**config.mk**
```make
export PLATFORM = sky130hd
export DESIGN_NAME = tour_cmd_sequencer
export DESIGN_NICKNAME = d
export VERILOG_FILES = /design/src/rtl/tour_cmd_pkg.sv /design/src/rtl/tour_cmd_sequencer_cmd_fifo.sv /design/src/rtl/tour_cmd_sequencer.sv
export SDC_FILE = /design/constraint.sdc
export NUM_CORES = 1
export LEC_CHECK = 0
export CORE_MARGIN = 2
export CORE_UTILIZATION = 45
export DETAILED_ROUTE_END_ITERATION = 10
export PLACE_DENSITY = 0.69
export REMOVE_ABC_BUFFERS = 1
export SLEW_MARGIN = 20
export SYNTH_ARGS = -nofsm -noshare
export SYNTH_HDL_FRONTEND = slang
export SYNTH_SLANG_ARGS = --single-unit
```
**constraint.sdc**
```tcl
create_clock -name clk -period 6.8 [get_ports clk]
set_clock_uncertainty 0.2 [all_clocks]
set_input_delay 0.68 -clock clk [delete_from_list [all_inputs] [get_ports clk]]
set_output_delay 0.68 -clock clk [all_outputs]
set_load 0.01 [all_outputs]
```
**src/rtl/tour_cmd_pkg.sv**
```systemverilog
// Shared types and constants for the Knight command sequencer.
// Latency: none (declarations only).
// Backpressure: none (declarations only).
package tour_cmd_pkg;

  // Sequencer states; the encoding is fixed so waveforms stay readable.
  typedef enum logic [2:0] {
    IDLE      = 3'd0,
    SEND      = 3'd1,
    WAIT_SENT = 3'd2,
    WAIT_RESP = 3'd3,
    ERROR     = 3'd4
  } state_t;

  // Knight command encodings: a 4-bit opcode in [15:12] and a 12-bit argument.
  localparam logic [15:0] CAL_GYRO   = 16'h2000;
  localparam logic [3:0]  MOVE_OP    = 4'h4;
  localparam logic [3:0]  FANFARE_OP = 4'h5;
  localparam logic [3:0]  TOUR_OP    = 4'h6;

  // Positive acknowledge byte returned by the Knight.
  localparam logic [7:0]  ACK_VAL_DEF = 8'hA5;

  // Builds a command word from an opcode and its argument field.
  function automatic logic [15:0] mk_cmd(input logic [3:0] op, input logic [11:0] arg);
    return {op, arg};
  endfunction

endpackage

```
**src/rtl/tour_cmd_sequencer_cmd_fifo.sv**
```systemverilog
// Command queue: DEPTH x W synchronous FIFO with flush and occupancy count.
// Latency: a push is visible on o_dat/o_count one cycle later; o_dat is the head, read without delay.
// Backpressure: push while full is dropped unless a pop happens the same cycle; flush drops that cycle's push.
module cmd_fifo #(
  parameter int DEPTH = 8,
  parameter int W     = 16,
  localparam int AW   = $clog2(DEPTH)
) (
  input  logic          clk,
  input  logic          rst,
  input  logic          i_push,
  input  logic [W-1:0]  i_dat,
  input  logic          i_pop,
  input  logic          i_flush,
  output logic [W-1:0]  o_dat,
  output logic          o_full,
  output logic          o_empty,
  output logic [AW:0]   o_count
);

  typedef logic [AW:0] cnt_t;
  localparam cnt_t LP_DEPTH = cnt_t'(DEPTH);

  logic [W-1:0]  r_mem [DEPTH];
  logic [AW-1:0] r_wr_ptr;
  logic [AW-1:0] r_rd_ptr;
  cnt_t          r_count;
  logic          w_pop;
  logic          w_push;

  assign o_full  = (r_count == LP_DEPTH);
  assign o_empty = (r_count == '0);
  assign o_count = r_count;
  assign o_dat   = r_mem[r_rd_ptr];

  // A pop frees a slot in the same cycle, so a push alongside it is taken even when full.
  assign w_pop  = i_pop && !o_empty && !i_flush;
  assign w_push = i_push && (!o_full || w_pop) && !i_flush;

  // Pointer and occupancy bookkeeping; flush returns everything to empty.
  always_ff @(posedge clk or posedge rst) begin
    if (rst) begin
      r_wr_ptr <= '0;
      r_rd_ptr <= '0;
      r_count  <= '0;
    end else if (i_flush) begin
      r_wr_ptr <= '0;
      r_rd_ptr <= '0;
      r_count  <= '0;
    end else begin
      if (w_push) r_wr_ptr <= r_wr_ptr + 1'b1;
      if (w_pop)  r_rd_ptr <= r_rd_ptr + 1'b1;
      case ({w_push, w_pop})
        2'b10:   r_count <= r_count + 1'b1;
        2'b01:   r_count <= r_count - 1'b1;
        default: r_count <= r_count;
      endcase
    end
  end

  // Storage needs no reset: entries are only read once the count says they were written.
  always_ff @(posedge clk) begin
    if (w_push) r_mem[r_wr_ptr] <= i_dat;
  end

endmodule

```
**src/rtl/tour_cmd_sequencer.sv**
```systemverilog
// Queues Knight commands and issues them one at a time over send_cmd/cmd_sent/resp_rdy with retry.
// Latency: first send_cmd two cycles after the push into an empty, idle queue; one command in flight.
// Backpressure: full flags a saturated queue and further pushes are dropped; ERROR stalls issue until clr_err.
module tour_cmd_sequencer
  import tour_cmd_pkg::*;
#(
  parameter int          DEPTH        = 8,
  parameter logic [31:0] TIMEOUT_CLKS = 32'd4_000_000,
  parameter int          MAX_RETRY    = 2,
  parameter logic [7:0]  ACK_VAL      = ACK_VAL_DEF
) (
  input  logic                     clk,
  input  logic                     rst,
  input  logic [15:0]              cmd_in,
  input  logic                     push,
  input  logic                     flush,
  input  logic                     clr_err,
  output logic                     full,
  output logic [$clog2(DEPTH):0]   count,
  output logic [15:0]              cmd,
  output logic                     send_cmd,
  input  logic                     cmd_sent,
  input  logic                     resp_rdy,
  input  logic [7:0]               resp,
  output logic                     busy,
  output logic [7:0]               cmds_done,
  output logic                     err,
  output logic [15:0]              err_cmd
);

  localparam logic [7:0] LP_MAX_RETRY = 8'(MAX_RETRY);

  state_t      r_state;
  logic [15:0] r_cmd;
  logic [15:0] r_err_cmd;
  logic [7:0]  r_retry;
  logic [7:0]  r_done;
  logic [31:0] r_timer;

  logic [15:0] w_head;
  logic        w_empty;
  logic        w_pop;
  logic        w_timeout;
  logic        w_retry_ok;

  // Head is consumed only from IDLE; flush wins over a pop in the same cycle.
  assign w_pop      = (r_state == IDLE) && !w_empty && !flush;
  assign w_timeout  = (r_timer == (TIMEOUT_CLKS - 32'd1));
  assign w_retry_ok = (r_retry < LP_MAX_RETRY);

  cmd_fifo #(
    .DEPTH (DEPTH),
    .W     (16)
  ) u_fifo (
    .clk     (clk),
    .rst     (rst),
    .i_push  (push),
    .i_dat   (cmd_in),
    .i_pop   (w_pop),
    .i_flush (flush),
    .o_dat   (w_head),
    .o_full  (full),
    .o_empty (w_empty),
    .o_count (count)
  );

  // Outputs decode straight from registers so reset drops send_cmd without a glitch.
  assign send_cmd  = (r_state == SEND);
  assign busy      = (r_state != IDLE);
  assign err       = (r_state == ERROR);
  assign cmd       = r_cmd;
  assign cmds_done = r_done;
  assign err_cmd   = r_err_cmd;

  // Issue/acknowledge FSM with retry counter, response timer and completion count.
  always_ff @(posedge clk or posedge rst) begin
    if (rst) begin
      r_state   <= IDLE;
      r_cmd     <= '0;
      r_err_cmd <= '0;
      r_retry   <= '0;
      r_done    <= '0;
      r_timer   <= '0;
    end else if (flush) begin
      r_state <= IDLE;
      r_retry <= '0;
      r_timer <= '0;
    end else begin
      case (r_state)
        IDLE: begin
          if (!w_empty) begin
            r_cmd   <= w_head;
            r_retry <= '0;
            r_state <= SEND;
          end
        end
        SEND: begin
          r_state <= WAIT_SENT;
        end
        WAIT_SENT: begin
          if (cmd_sent) begin
            r_timer <= '0;
            r_state <= WAIT_RESP;
          end
        end
        WAIT_RESP: begin
          // A response in the timeout cycle beats the timeout.
          if (resp_rdy && (resp == ACK_VAL)) begin
            r_done  <= r_done + 8'd1;
            r_state <= IDLE;
          end else if (resp_rdy || w_timeout) begin
            if (w_retry_ok) begin
              r_retry <= r_retry + 8'd1;
              r_state <= SEND;
            end else begin
              r_err_cmd <= r_cmd;
              r_state   <= ERROR;
            end
          end else if (r_timer != '1) begin
            r_timer <= r_timer + 32'd1;
          end
        end
        ERROR: begin
          if (clr_err) r_state <= IDLE;
        end
        default: r_state <= IDLE;
      endcase
    end
  end

endmodule
```
======== Word level (Yosys, flattened, before mapping) ========
Memory sizes are Yosys's and may differ from the RTL's. A register that Yosys moved wholly into a read port is not among the register bits.
Index checks and enable logic that the tools add are counted.
word-level totals
  memories ................................ 1
  RAM bits ................................ 128
  register bits after elaboration ......... 77
  logic and storage cells ................. 94
  input bits .............................. 31
  output and inout port bits .............. 48
memory list
  name          depth  bits a word  read ports  clocked after memory_dff  wr ports  line                               RTL
  u_fifo.r_mem  8      16           1           1                         1         tour_cmd_sequencer_cmd_fifo.sv:24  logic [W-1:0] r_mem [DEPTH];
cells by class
  bitwise logic cells ..................... 4
  reductions and logical operators ........ 26
  magnitude comparators ................... 1
  muxes and demuxes ....................... 28
  add/subtract/negate cells ............... 7
  eq/ne operators ......................... 19
operators by type and width
  cell                                                         count
  2-to-1 mux 32 bit                                            5
  one-hot mux 32 bit (2 select lines)                          1
  2-to-1 mux 8 bit                                             5
  2-to-1 mux 3 bit                                             11
  adder 32 x 1 -> 32 bit (second input constant)               1
  equality test 32 x 22 -> 1 bit (second input constant)       1
  inequality test 32 bit (second input constant)               1
  inequality test 3 bit (second input constant)                8
  adder 8 x 1 -> 8 bit (second input constant)                 2
  one-hot mux 8 bit (2 select lines)                           1
  one-hot mux 3 bit (5 select lines)                           1
  AND reduction 5 bit                                          3
  nonzero test 3 bit                                           4
  equality test 8 bit (second input constant)                  1
  less-than comparator 8 x 2 -> 1 bit (second input constant)  1
  one-hot mux 4 bit (2 select lines)                           1
  logical AND 1 bit                                            7
  adder 3 x 1 -> 3 bit (second input constant)                 2
  equality test 3 x 2 -> 1 bit (second input constant)         2
  AND reduction 3 bit                                          2
  adder 4 x 1 -> 4 bit (second input constant)                 1
  equality test 4 bit (second input constant)                  1
  zero test 4 bit                                              1
  2-to-1 mux 4 bit                                             1
  other kinds (13)                                             21

======== Depth between registers and ports, before layout ========
Gate-level depths: netlist of the first run.
  word-level depth ........................ 12
  gate-level depth with buffers ........... 12

======== By module ========
From an unflattened synthesis of the first run, not the netlist that was laid out.
second synthesis, totals
  cells, all modules ...................... 657
  area, all modules ....................... 9,650.5 sq um
modules (own cells, without submodules)
  module              instances  cells each  area each (sq um)
  cmd_fifo            1          271         5,561.6
  tour_cmd_sequencer  1          386         4,088.9

======== Worst setup path before layout of the first run ========
OpenSTA, ideal clock, no wires.
  path type ............................... in2reg
  start point ............................. input flush
  end point ............................... memory u_fifo.r_mem[0][0] (enable)
  path slack .............................. 2.941 ns
  arrival ................................. 3.223 ns
  cell stages on the path ................. 5
  cell sequence ........................... clkbuf_1 nor4_1 o21ai_2 nor2_1 nor4b_1
between the ends
  word-level cells in the longest chain between the ends .. 9
ends and longest elaborated chain
  what                                        line                                                                                            RTL
  from (decl)                                 tour_cmd_sequencer.sv:16                                                                        input logic flush,
  zero test 1 bit (*)                         tour_cmd_sequencer_cmd_fifo.sv:37, tour_cmd_sequencer_cmd_fifo.sv:38, tour_cmd_sequencer.sv:47
  logical AND 1 bit                           tour_cmd_sequencer.sv:47                                                                        assign w_pop = (r_state == IDLE) && !w_empty && !flush;
  logical AND 1 bit (2 in a row)              tour_cmd_sequencer_cmd_fifo.sv:37                                                               assign w_pop = i_pop && !o_empty && !i_flush;
  logical OR 1 bit                            tour_cmd_sequencer_cmd_fifo.sv:38                                                               assign w_push = i_push && (!o_full || w_pop) && !i_flush;
  logical AND 1 bit                           tour_cmd_sequencer_cmd_fifo.sv:38
  logical AND 1 bit (*)                       tour_cmd_sequencer_cmd_fifo.sv:38
  2-to-1 mux 1 bit (*)                        tour_cmd_sequencer_cmd_fifo.sv:63                                                               if (w_push) r_mem[r_wr_ptr] <= i_dat;
  2-to-1 mux 1 bit (implied by the code) (*)  tour_cmd_sequencer_cmd_fifo.sv:63
  to (decl)                                   tour_cmd_sequencer_cmd_fifo.sv:24
Mark *: on every way between the ends. The rest lies on a longest branch, timed or not.

======== Worst setup path after layout of the first run ========
  start point ............................. input flush
  end point ............................... register r_timer[21]
between the ends
  word-level cells in the longest chain between the ends .. 2
  elaborated cells on any way between the ends .. 7
  those cells by class .................... eq/ne: 4; mux: 1; reduce/logical: 2
ends and longest elaborated chain
  what                                                                          line                       RTL
  inequality test 3 bit (no line) / nonzero test 3 bit (equally long branches)  -
  AND reduction 5 bit (no line)                                                 -
  to (signal assigned)                                                          tour_cmd_sequencer.sv:120  r_timer <= r_timer + 32'd1;
  to (decl)                                                                     tour_cmd_sequencer.sv:38   logic [31:0] r_timer;
Several ways; a longest one is shown, not always the timed one.
A chain may end at the register's enable or synchronous reset.

==> results of run 1 <==
-- through the flow --
step	cell area (um^2)	setup slack [ps]
2_1_floorplan	9340	3130
3_3_place_gp	10600	2650
3_5_place_dp	10600	2520
4_1_cts	11400	3040
5_1_grt	11400	2780
6_report	11400	3020
-- worst max-delay path: cells and delay by family --
family,cells,cell delay [ps]
AOI/OAI and AO/OA,3,820
buffers and inverters,2,1130
and+or+nand+nor,3,1330
-- cell families (layout without fill, tap and decap cells) --
logic type	count (synthesis)	in the layout	synth area share
flops	221	221	0.651
simple gates	199	199	0.117
compound gates	114	114	0.0752
mux	68	68	0.117
buf+inv	40	147	0.0181
xor+xnor	12	12	0.0111
fa+ha+maj	8	8	0.0113
-- worst max path at each step --
stage	from	to	slack, ps
final	flush	r_timer[21]$_DFFE_PP0P_	3020
after global routing	flush	r_timer[31]$_DFFE_PP0P_	2780
after CTS	flush	r_timer[31]$_DFFE_PP0P_	3040
after detailed placement	flush	r_timer[31]$_DFFE_PP0P_	2520
after global placement	flush	r_timer[31]$_DFFE_PP0P_	2650
after floorplan	flush	u_fifo.r_mem[0][0]$_DFFE_PP_	3130
-- routing by layer --
| metal | wire length [um] | vias up | share of wire |
|---|---|---|---|
| li1 | - | 2741 | - |
| met1 | 8780 | 3110 | 0.41 |
| met4 | 429 | 0 | 0.020 |
| met3 | 1120 | 32 | 0.053 |
| met2 | 10800 | 183 | 0.51 |
| met5 | 0 | - | 0 |
-- flip-flops by register name (all words and copies together), names as in the netlist --
register	count
err_cmd	16
u_fifo.r_mem	128
u_fifo.r_wr_ptr	3
u_fifo.o_count	4
u_fifo.r_rd_ptr	3
cmds_done	8
r_state	3
r_retry	8
r_timer	32
cmd	16
-- power by group through the flow --
stage	clock, mW	sequential (mW)	combinational (mW)
3_3_place_gp	0	1.60	0.658
4_1_cts	1.34	1.58	0.680
6_report	1.32	1.58	0.666
5_1_grt	1.40	1.59	0.735
2_1_floorplan	0	1.66	0.336
3_5_place_dp	0	1.61	0.676
-- final cells by class --
type	count	area, um^2
clock buffers	34	699
inverters	9	36.3
flip-flops and latches	221	6170
multi-input cells	401	3170
clock inverters	10	120
repair buffers	94	901
fillers	1696	9380
well taps	275	344
-- synthesized netlist by cell type (all sizes together), types with 9 or more instances --
cell type / n / area, um^2
or3: 9 / 56.3
a21oi: 38 / 190
mux4: 32 / 721
nand2: 44 / 165
mux2: 19 / 214
o21ai: 32 / 164
nor3: 13 / 70.1
inv: 9 / 33.8
mux2i: 17 / 170
buf: 15 / 77.6
o31ai: 16 / 120
clkbuf: 16 / 60.1
edfxtp: 128 / 3840
nand3: 15 / 80.1
nor4: 14 / 103
nand4: 11 / 83.8
nor2: 47 / 176
dfrtp: 93 / 2330
-- cell usage in the layout (no fill, tap or decap), types with 6 or more instances in the layout --
master / count
mux2_1: 16
a21oi_1: 38
nand4_1: 10
clkbuf_16: 25
nor2_1: 47
mux4_2: 32
dfrtp_1: 92
nor4_1: 10
a31oi_1: 6
edfxtp_1: 128
and2_1: 8
or3_1: 9
xor2_1: 6
nor3_1: 11
buf_4: 16
and3_1: 8
nand3_1: 14
xnor2_1: 6
nand2_1: 44
o31ai_1: 16
mux2i_1: 17
inv_1: 8
ha_1: 7
o21ai_0: 29
clkdlybuf4s50_1: 78
==> metrics.md, run 1 <==
| Metric | Value |
|---|---|
| CP max FO | `25` |
| GR Util All Layers | `0.194` |
| Slew Limit Fails | `0` |
| Max Clk Rate | `265 MHz` |
| Worst-margin pin slew | `997 ps` |
| Fin crit period | `3780 ps` |
| Met3 usage | `0.0306` |
| Net switching share of the total power | `0.261` |
| Synthesized area per cell | `14.3 um^2` |
| Setup violators final | `0` |
| Hold Path Cell Cnt | `1` |
| GR Overflow Total | `0` |
| GR Layer Usage met1 | `0.253` |
| Worst Hold Path EP | `cmds_done[7]$_DFFE_PP0P_` |
| Warnings from Yosys | `0` |
| Num CTS Buffers | `24` |
| Worst Path Required | `roughly 7000 ps` |
| Number of antenna violations at the first check in global routing | `0` |
| HPWL after DPL | `13.5 mm` |
| Leak | `4.20 nW` |
| DRT iter0 DRCs | `approximately 320` |
| Worst Hold Class | `flop to flop` |
| Maximum vdd drop | `approximately 0.23 mV` |
| Power Density | `311 mW/mm^2` |
| Largest net degree at the start of global routing | `68` |
| Sum Neg Setup Slack | `0 ps` |
| CP arrival | `between 3000 and 4000 ps` |
| Placed Cells | `1000` |
| Area of the core | `0.0208 mm^2` |
| RSZ-0062 raised after global routing | `no` |
| CP cell instances | `clkdlybuf4s50_1 -> nand4bb_1 -> buf_4 -> nor4_4 -> nor2_1 -> o211ai_2 -> o21ai_0 -> o31ai_1` |
| Hold Slack | `273 ps` |
| Post-synth EDFFs | `128` |
| Worst slew margin | `0.333` |
| Layout area overhead | `20.7%` |
| Setup CP Type | `primary input to flop` |
| Register share of total power | `0.444` |
| Critical-path top delay cell | `clkdlybuf4s50_1` |
| FF-to-FF Start | `r_timer[0]$_DFFE_PP0P_` |
| IO Pins | `79` |
| Post-DR vias/cell | `~5.8` |
| Setup bufs post-CTS | `0` |
| Max cap viols | `0` |
| Fin nets | `790` |
| TritonRoute pass-1 iters | `4` |
| FP Rows | `53` |
| Comb pwr share | `0.187` |
| Hold Crit Start | `cmds_done[7]$_DFFE_PP0P_` |
| Async SR Flop Fraction | `0.421` |
| Worst stage delay on the critical path | `890 ps` |
| Clk pwr share | `0.369` |
| Die H | `149 um` |
| N_diodes | `0` |
| Gr busiest metal | `met2` |
| # hold bufs at CTS | `0` |
| P_sw | `0.930 mW` |
| Mapped Cells | `662` |
| Status | `completed` |
| Vias | `6066` |
| DR WL/cell | `20.3 um` |
| Power Total | `3.56 mW` |
| Detailed Route WL | `21.2 mm` |
| Crit share post-route | `0.556` |
| Vias in the first global route | `6251` |
| CP startpoint kind | `primary input` |
| Full die area | `0.0222 mm^2` |
| Global-route wire length before repair | `around 34 mm` |
| Flop and latch count out of synthesis | `221` |
| Fin util | `0.549` |
| Met2 usage in global routing | `0.337` |
| Share of cells above drive strength 1 | `0.147` |
| CTS resizes | `0` |
| Input/output buffers | `78` |
| Mapped Area | `0.00948 mm^2` |
| Clock Latency Late Sink | `around 520 ps` |
| Hold Fails Final Rpt | `0` |
| Endpoint class of the critical path | `flop` |
| Non-Filler Instances | `1044` |
| Clock-pin slew on the worst setup and hold paths | `about 60 ps` |
| CTS tree | `done` |
| Htree depth | `1` |
| Worst r2r dst | `err_cmd[0]$_DFFE_PP0P_` |
| FF-to-FF path depth | `8` |
| Internal | `~2.6 mW` |
| Clk root buf | `clkbuf_16` |
| Top_reg_cell synth | `edfxtp_1` |
| Longest Clk Path Bufs | `3` |
| Antenna Nets Post-Route | `0` |
| Seq/Total Area, Yosys | `0.651` |
| Worst reg2reg setup slack | `3450 ps` |
| RePlAce Congestion | `0.889` |
| Drc violations | `0` |
| Die Wd | `149 um` |
| Distinct cells, synth | `66` |
| Initial core utilization | `0.455` |
| CTS sink cnt | `221` |
Note: power is estimated with default switching activity, not from simulation.
==> run 2: changes to the inputs <==
clock period = 3.67 ns   (was 6.8 ns; I/O delays follow)
==> run 2 against run 1 <==
Effect of this change: non-clock buffer count up 11; sequential share of layout area fell by 0.21 points; final cell count grew 1.1%; cell area rose by 0.39%; first-iteration DRC count decreased by 2.5%; core utilization increased by 0.22 points; critical endpoint is now u_fifo.o_count[3]$_DFFE_PP0P_; largest power group unchanged; highest routed layer unchanged.
==> metrics.md, run 2 (synthesis gave the netlist of run 1 again) <==
| Metric | Value |
|---|---|
| CP max FO | `7 (was 25)` |
| Most common cell after layout, fill and taps aside | `edfxtp_1 (unchanged)` |
| GR Util All Layers | `0.197 (was 0.194)` |
| Clock Latency Late Sink | `530 ps (was 520 ps)` |
| Layout area overhead | `21.2% (was 20.7%)` |
| Num CTS Buffers | `24 (unchanged)` |
| Internal | `4.79 mW (was 2.63 mW)` |
| Die H | `149 um (unchanged)` |
| CP cell instances | `or4_1 -> and4_1 -> nor2b_1 -> ha_1 -> a21o_1 -> a21oi_1 -> or3_1 -> a21oi_1 -> a31oi_1 -> o21ai_1 (was clkdlybuf4s50_1 -> nand4bb_1 -> buf_4 -> nor4_4 -> nor2_1 -> o211ai_2 -> o21ai_0 -> o31ai_1)` |
| Endpoint class of the critical path | `flop (unchanged)` |
| FF-to-FF Start | `u_fifo.o_count[0]$_DFFE_PP0P_ (was r_timer[0]$_DFFE_PP0P_)` |
| Sum Neg Setup Slack | `0 ps (unchanged)` |
| Power Density | `567 mW/mm^2 (was 311 mW/mm^2)` |
| FF-to-FF path depth | `10 (was 8)` |
| Clock-pin slew on the worst setup and hold paths | `60 ps (about the same)` |
| Hold Fails Final Rpt | `0 (unchanged)` |
| Max Clk Rate | `327 MHz` |
| Setup bufs post-CTS | `0 (unchanged)` |
| CP arrival | `3270 ps (was 3990 ps)` |
| Input/output buffers | `78 (unchanged)` |
| Status | `completed (unchanged)` |
| P_sw | `1.73 mW (was 0.930 mW)` |
| Clk root buf | `clkbuf_16 (unchanged)` |
| Slew Limit Fails | `0 (unchanged)` |
| Worst Path Required | `3880 ps (was 7010 ps)` |
| Largest net degree at the start of global routing | `57 (was 68)` |
| Critical-path top delay cell | `or4_1 (was clkdlybuf4s50_1)` |
| Vias in the first global route | `6198 (was 6251)` |
| Number of antenna violations at the first check in global routing | `0 (unchanged)` |
| Worst reg2reg setup slack | `610 ps (was 3450 ps)` |
| Vias | `6046 (was 6066)` |
| Initial core utilization | `0.455 (unchanged)` |
| Gr busiest metal | `met2 (unchanged)` |
| Fin nets | `801 (was 790)` |
| Full die area | `0.0222 mm^2 (unchanged)` |
| CTS resizes | `0 (unchanged)` |
| Maximum vdd drop | `0.393 mV (was 0.232 mV)` |
| Worst-margin pin slew | `1170 ps (was 997 ps)` |
| Net switching share of the total power | `0.265 (was 0.261)` |
| GR Layer Usage met1 | `0.256 (was 0.253)` |
| TritonRoute pass-1 iters | `4 (unchanged)` |
| # hold bufs at CTS | `0 (unchanged)` |
| Met3 usage | `0.0361 (was 0.0306)` |
| Worst r2r dst | `u_fifo.o_count[3]$_DFFE_PP0P_ (was err_cmd[0]$_DFFE_PP0P_)` |
| Worst slew margin | `0.217 (was 0.333)` |
| Die Wd | `149 um (unchanged)` |
| Setup CP Type | `flop to flop (was primary input to flop)` |
| Comb pwr share | `0.187 (about the same)` |
| HPWL after DPL | `14.2 mm (was 13.5 mm)` |
| DRT iter0 DRCs | `314 (was 322)` |
| Top reg by flops | `u_fifo.r_mem (unchanged)` |
| Clk pwr share | `0.357 (was 0.369)` |
| CP delay by family, top | `simple AND/OR/NAND/NOR gates (unchanged)` |
| Max cap viols | `0 (unchanged)` |
| Fin crit period | `3060 ps` |
| CTS tree | `done (unchanged)` |
| RSZ-0062 raised after global routing | `no (unchanged)` |
| Setup violators final | `0 (unchanged)` |
| CP bufs+invs | `0 (was 2)` |
| Worst Hold Class | `primary input to async pin (was flop to flop)` |
| Setup ws final | `608 ps (was 3020 ps)` |
| Share of cells above drive strength 1 | `0.150 (was 0.147)` |
| Drc violations | `0 (unchanged)` |
| Top flop regs | `u_fifo.r_mem: 128 flops, r_timer: 32 flops (unchanged)` |
| Htree depth | `1 (unchanged)` |
| Leak | `4.24 nW (was 4.20 nW)` |
| RePlAce Congestion | `0.917 (was 0.889)` |
| Met2 usage in global routing | `0.342 (was 0.337)` |
| CP startpoint kind | `flop (was primary input)` |
| Antenna Nets Post-Route | `0 (unchanged)` |
| N_diodes | `0 (unchanged)` |
| DP Worst Slack | `548 ps (was 2520 ps)` |
| IO Pins | `79 (unchanged)` |
| FP Rows | `53 (unchanged)` |
| CTS sink cnt | `221 (unchanged)` |
| Detailed Route WL | `21.4 mm (was 21.2 mm)` |
| Post-DR vias/cell | `5.73 (was 5.81)` |
| Most frequent cells in the layout | `128 x edfxtp_1, 92 x dfrtp_1, 78 x clkdlybuf4s50_1 (unchanged)` |
| GR Overflow Total | `0 (unchanged)` |
| Max reg flops | `128 (unchanged)` |
| Worst stage delay on the critical path | `640 ps (was 890 ps)` |
| Global-route wire length before repair | `34.1 mm (was 33.6 mm)` |
| Number of fill cells in the layout | `1709 (was 1696)` |
| Longest Clk Path Bufs | `3 (unchanged)` |
| Register share of total power | `0.456 (was 0.444)` |
| DR WL/cell | `20.2 um (was 20.3 um)` |
| Critical Path Most Common Cell | `a21oi_1` |
| Crit share post-route | `0.834` |
| Area of the core | `0.0208 mm^2 (unchanged)` |
## run 2: cell count changes in the layout (fill, tap and decap cells not counted), sizes merged
| cell | previous run | this run |
|---|---|---|
| buf | 16 | 27 |
| clkinvlp | 3 | 0 |
| inv | 10 | 9 |
| clkinv | 4 | 10 |
| clkbuf | 34 | 32 |
## run 2: layer usage
metal / share of wire / vias up / routed length (um)
li1: - / 2755 / -
met1: 0.42 / 3077 / 8880
met2: 0.51 / 185 / 10900
met3: 0.053 / 29 / 1140
met4: 0.018 / 0 / 387
met5: 0 / - / 0
## run 2: area by class of cell
type	count	area, um^2	area share
inverter	9	36.3	0.00316
sequential	221	6170	0.537
multi-input combinational	401	3170	0.276
clock inverter	12	129	0.0112
clock buffer	32	641	0.0558
timing repair buffer	105	996	0.0867
tap	275	344	0.0300
## run 2: how the worst max path moves through the flow
stage	from	endpoint	slack, ps	cells past startpoint
CTS	u_fifo.o_count[0]$_DFFE_PP0P_	u_fifo.o_count[3]$_DFFE_PP0P_	620	10
finish	u_fifo.o_count[0]$_DFFE_PP0P_	u_fifo.o_count[3]$_DFFE_PP0P_	610	10
detailed placement	flush	u_fifo.o_count[3]$_DFFE_PP0P_	550	11
global route	u_fifo.o_count[0]$_DFFE_PP0P_	u_fifo.o_count[3]$_DFFE_PP0P_	490	10
floorplan	r_state[2]$_DFFE_PP0P_	u_fifo.r_mem[0][0]$_DFFE_PP_	230	4
global placement	flush	u_fifo.o_count[3]$_DFFE_PP0P_	690	11
## run 2: per-stage QoR
stage | util | power, mW | instance area, um^2 | std cells | hold slack [ps]
floorplan | - | 3.70 | 9340 | 631 | 230
global placement | 0.515 | 4.22 | 10700 | 1011 | 260
detailed placement | 0.515 | 4.26 | 10700 | 1011 | 270
CTS | 0.552 | 6.60 | 11500 | 1055 | 152
global route | 0.552 | 6.81 | 11500 | 1055 | 209
finish | 0.552 | 6.52 | 11500 | 1055 | 130
## run 2: worst reg2reg max path: cells and delay by family, from the launching register on
family | cells | cell delay, ps
fa+ha+maj | 1 | 290
simple gates | 4 | 1270
compound gates | 5 | 740
flops | 1 | 450
## run 2: power by group through the flow
stage	combinational [mW]	clock [mW]	sequential, mW
floorplan	0.622	0	3.08
global placement	1.22	0	3.01
detailed placement	1.24	0	3.02
CTS	1.24	2.38	2.97
global route	1.34	2.47	3.00
finish	1.22	2.32	2.97
==> patch 1, RTL diff (config.mk and constraints of run 1) <==
`DEPTH` is set to 8 in 2 places; all go to 16.
--- a/src/rtl/tour_cmd_sequencer_cmd_fifo.sv
+++ b/src/rtl/tour_cmd_sequencer_cmd_fifo.sv
@@ -2,7 +2,7 @@
 // Latency: a push is visible on o_dat/o_count one cycle later; o_dat is the head, read without delay.
 // Backpressure: push while full is dropped unless a pop happens the same cycle; flush drops that cycle's push.
 module cmd_fifo #(
-  parameter int DEPTH = 8,
+  parameter int DEPTH = 16,
   parameter int W     = 16,
   localparam int AW   = $clog2(DEPTH)
 ) (
--- a/src/rtl/tour_cmd_sequencer.sv
+++ b/src/rtl/tour_cmd_sequencer.sv
@@ -4,7 +4,7 @@
 module tour_cmd_sequencer
   import tour_cmd_pkg::*;
 #(
-  parameter int          DEPTH        = 8,
+  parameter int          DEPTH        = 16,
   parameter logic [31:0] TIMEOUT_CLKS = 32'd4_000_000,
   parameter int          MAX_RETRY    = 2,
   parameter logic [7:0]  ACK_VAL      = ACK_VAL_DEF
Ports: changed (resized count); port bits go from 79 to 80. The function was not compared with the original's and may differ.
==> patch 1 against run 1 <==
Sequential cell count grew 131. Largest cell class unchanged. Total power grew 54%. Area after synthesis grew 55%. Wire length grew 45%. Synthesized cell count grew 31%. Hold slack lost 0.0021 ns. Design area grew 49%. Setup slack lost 0.23 ns.
==> patch 1: results (changes against run 1) <==
[status]
outcome=completed

[power]
power.density_mw_per_mm2=321  ; +3.2%
peakVddDrop_mv=0.231  ; -0.20%
pwr-share-clk_pct=36.1  ; -0.8 points
combinationalPower_uw=990  ; +49%
switchingPower_uw=1400  ; +50%

[logic_synthesis]
yosysSeqAreaShare_pct=68.6  ; +3.5 points
synth_edf_count=256  ; +100%
synthTopCellsByArea=edfxtp_1, dfrtp_1, mux4_2, mux2_2, o21ai_0
ys_top_cells_by_count=edfxtp_1, dfrtp_1, mux4_2, nand2_1, o21ai_0

[place]
place_congestion=0.819  ; -7.9%
post-place-ws_ns=2.24  ; -0.279 ns
io_buffers=79  ; +1.3%

[sta]
min_period_over_period_pct=58.9  ; +3.3 points
relSlewSlack_pct=36.6  ; +3.3 points

[cts]
cts_made_buffers=37  ; +54%
h-tree-depth=2  ; +1

[detailed_routing]
route.met3.wl_mm=1.83  ; +63%
vias_per_cell=5.75  ; -0.98%
met1_length_mm=13.9  ; +59%
dr.first_iter.drc_count=741  ; +130%

[global_routing]
grt_pass1_vias=8159  ; +31%
grtUsageMet1_pct=27.4  ; +2.1 points
grt_use_total_pct=18.4  ; -0.97 points
grt_util_met2_pct=29.3  ; -4.4 points

[final_layout]
largest_registers=u_fifo.r_mem x256, r_timer x32
drive_gt1_share_pct=19.2  ; +4.5 points

[setup_path]
worst-r2r-setup-slack_ns=3.08  ; -0.37 ns
max_stage_delay_ns=0.78  ; -0.11 ns
reg2reg_from=r_state[1]$_DFFE_PP0P_
r2r_end=u_fifo.r_mem[9][1]$_DFFE_PP_
cp_max_fo=17  ; -32%
cp-endpoint=u_fifo.r_mem[9][1]$_DFFE_PP_

==> patch 1: layout make-up <==
cell class,instances,area (sq um)
fillers,2597,15300
flip-flops and latches,352,10100
multi-input cells,461,4360
clock buffers,50,1030
repair buffers,87,851
well taps,442,553
clock inverters,17,174
inverters,11,43.8
==> patch 1: through the flow <==
step                util (%)  hold WS (ns)  cell area (sq um)  cells
global route            52.8         0.306              17100   1420
floorplan                  -         0.238              14500    824
CTS                     52.8         0.274              17100   1420
global placement        49.1         0.260              15900   1353
finish                  52.8         0.271              17100   1420
detailed placement      49.1         0.265              15900   1353
==> patch 1: kinds of logic after synthesis <==
| kind of cell | synth area share, % |
|---|---|
| flip-flops | 68.6 |
| buffers and inverters | 1.79 |
| XOR/XNOR | 0.834 |
| AND/OR/NAND/NOR | 7.64 |
| AO/OA/AOI/OAI | 5.18 |
| adder cells (fa/ha/maj) | 1.07 |
| multiplexers | 14.9 |
==> patch 2, RTL diff (flow settings as in run 1) <==
Without the edit above. The 5 states of `state_t` get a one-hot encoding in 5 bits.
--- a/src/rtl/tour_cmd_pkg.sv
+++ b/src/rtl/tour_cmd_pkg.sv
@@ -4,12 +4,12 @@
 package tour_cmd_pkg;
 
   // Sequencer states; the encoding is fixed so waveforms stay readable.
-  typedef enum logic [2:0] {
-    IDLE      = 3'd0,
-    SEND      = 3'd1,
-    WAIT_SENT = 3'd2,
-    WAIT_RESP = 3'd3,
-    ERROR     = 3'd4
+  typedef enum logic [4:0] {
+    IDLE      = 5'b00001,
+    SEND      = 5'b00010,
+    WAIT_SENT = 5'b00100,
+    WAIT_RESP = 5'b01000,
+    ERROR     = 5'b10000
   } state_t;
 
   // Knight command encodings: a 4-bit opcode in [15:12] and a 12-bit argument.
Check against the original RTL: same outputs for any inputs over 4 cycles, from zero or initial values and one cycle with rst high; so few cycles prove little.
==> patch 2 against run 1 <==
Sequential share of layout area rose by 0.17 points. Register-to-register slack got worse by 0.19 ns. Setup slack got worse by 0.13 ns. Non-clock buffer count fell by 3. Area after synthesis up 2.3%. Total power increased by 0.52%. Combinational power is 6.8% higher. Largest power group unchanged. Global-route usage decreased by 0.34 points. Sequential cell count is 2 higher. Sequential power is 4% higher. Core utilization is 0.39 points lower. Wire length rose by 0.97%. Critical path type unchanged. Design area up 0.56%.
==> patch 2: results (changes against run 1) <==
[logic_synthesis]
synthDistinctLibCells=61  ; -7.6%
synth_mux_area_share_pct=11.6  ; -0.029 points
synth-adder-area-share_pct=1.11  ; -0.025 points
ys_top_cells_by_count=edfxtp_1, dfrtp_1, nor2_1, a21oi_1, nand2_1
synth-async-reset-ratio_pct=42.6  ; +0.52 points
synth_compound_area_share_pct=7.16  ; -0.36 points
yosysSeqAreaShare_pct=64.2  ; -0.93 points
synthTopCellsByArea=edfxtp_1, dfrtp_1, mux4_2, mux2_2, nor2_1
synth_seq_cells=223  ; +0.90%

[global_routing]
antenna_found_initial=1  ; +1
grt_start_max_net_pins=59  ; -13%
grtUsageMet1_pct=24.5  ; -0.81 points
grt_use_total_pct=19.1  ; -0.34 points
grt_pass1_wl_mm=33.7  ; +0.15%
use_met3_pct=3.04  ; -0.016 points
grt_pass1_vias=6343  ; +1.5%
grt_util_met2_pct=33.8  ; +0.15 points

[setup_path]
reg2reg_depth=10  ; +2
cp-endpoint=r_timer[24]$_DFFE_PP0P_
worst-r2r-setup-slack_ns=3.26  ; -0.19 ns
cp-startpoint=flush
r2r_end=u_fifo.o_count[3]$_DFFE_PP0P_
arrival_ns=4.14  ; +0.15 ns

[final_layout]
sh_seq_area_pct=54.1  ; +0.17 points
buffers_excl_clock=91  ; -3.2%
n_all_inverters=13  ; +4
clk_share_pct=6.34  ; -0.82 points
diodes=1  ; +1
nonClkBufAreaFrac_pct=7.63  ; -0.24 points
comb.multi_input.count=425  ; +6.0%
multi_input_area_share_pct=28.5  ; +0.76 points
nFillCells=1711  ; +0.88%
nClkBuffers=39  ; +15%
fin_nets=817  ; +3.4%

[place]
post-dp-hpwl_mm=12.9  ; -4.2%
place_congestion=0.851  ; -4.3%

[detailed_routing]
dr_wl_met2_mm=11.1  ; +2.5%
wire_per_inst_microns=19.9  ; -1.6%
dr.first_iter.drc_count=358  ; +11%
met1_length_mm=8.88  ; +1.1%
route.met3.wl_microns=966  ; -14%

[power]
peakVddDrop_mv=0.231  ; -0.37%
power.leakage_uw=0.00423  ; +0.70%
switchingPower_uw=975  ; +4.8%
clk-power_uw=1220  ; -8%
pwr-share-comb_pct=19.9  ; +1.2 points

[sta]
tightest_slew_ns=1.01  ; +0.0168 ns

[status]
outcome=completed

==> patch 2: changes by cell type in the layout (fill, tap and decap cells not counted), sizes merged, moves of 5 or more <==
| cell | before | now |
|---|---|---|
| nand2 | 44 | 34 |
| o21ai | 32 | 45 |
| clkbuf | 34 | 39 |
| o31ai | 16 | 10 |
| nor2 | 47 | 55 |
==> patch 2: how the worst min path moves through the flow <==
stage / cells after the start / end / startpoint / slack [ns]
after detailed placement: 1 / r_retry[5]$_DFFE_PP0P_ / r_retry[5]$_DFFE_PP0P_ / 0.27
after CTS: 1 / cmds_done[7]$_DFFE_PP0P_ / cmds_done[7]$_DFFE_PP0P_ / 0.28
after global routing: 1 / r_retry[3]$_DFFE_PP0P_ / r_retry[3]$_DFFE_PP0P_ / 0.30
after floorplan: 1 / r_retry[5]$_DFFE_PP0P_ / r_retry[5]$_DFFE_PP0P_ / 0.25
final: 1 / cmds_done[7]$_DFFE_PP0P_ / cmds_done[7]$_DFFE_PP0P_ / 0.27
after global placement: 1 / r_retry[5]$_DFFE_PP0P_ / r_retry[5]$_DFFE_PP0P_ / 0.27
==> patch 2: worst max-delay path, cell delays in order <==
cell and delay, ns:
clkdlybuf4s50_1 0.82, or3b_1 0.59, or4_4 0.54, nor4_4 0.40, or2_1 0.78, o21ai_0 0.19, o21ai_0 0.12
==> patch 2: through the flow <==
step	instance area (sq um)	setup slack (ns)	instances	power [uW]	hold slack (ns)
3_3_place_gp	10800	2.38	1027	2360	0.273
5_1_grt	11500	2.68	1070	3750	0.301
6_report	11500	2.89	1071	3580	0.275
2_1_floorplan	9530	3.03	661	2090	0.254
3_5_place_dp	10800	2.30	1027	2390	0.272
4_1_cts	11500	2.82	1070	3620	0.282
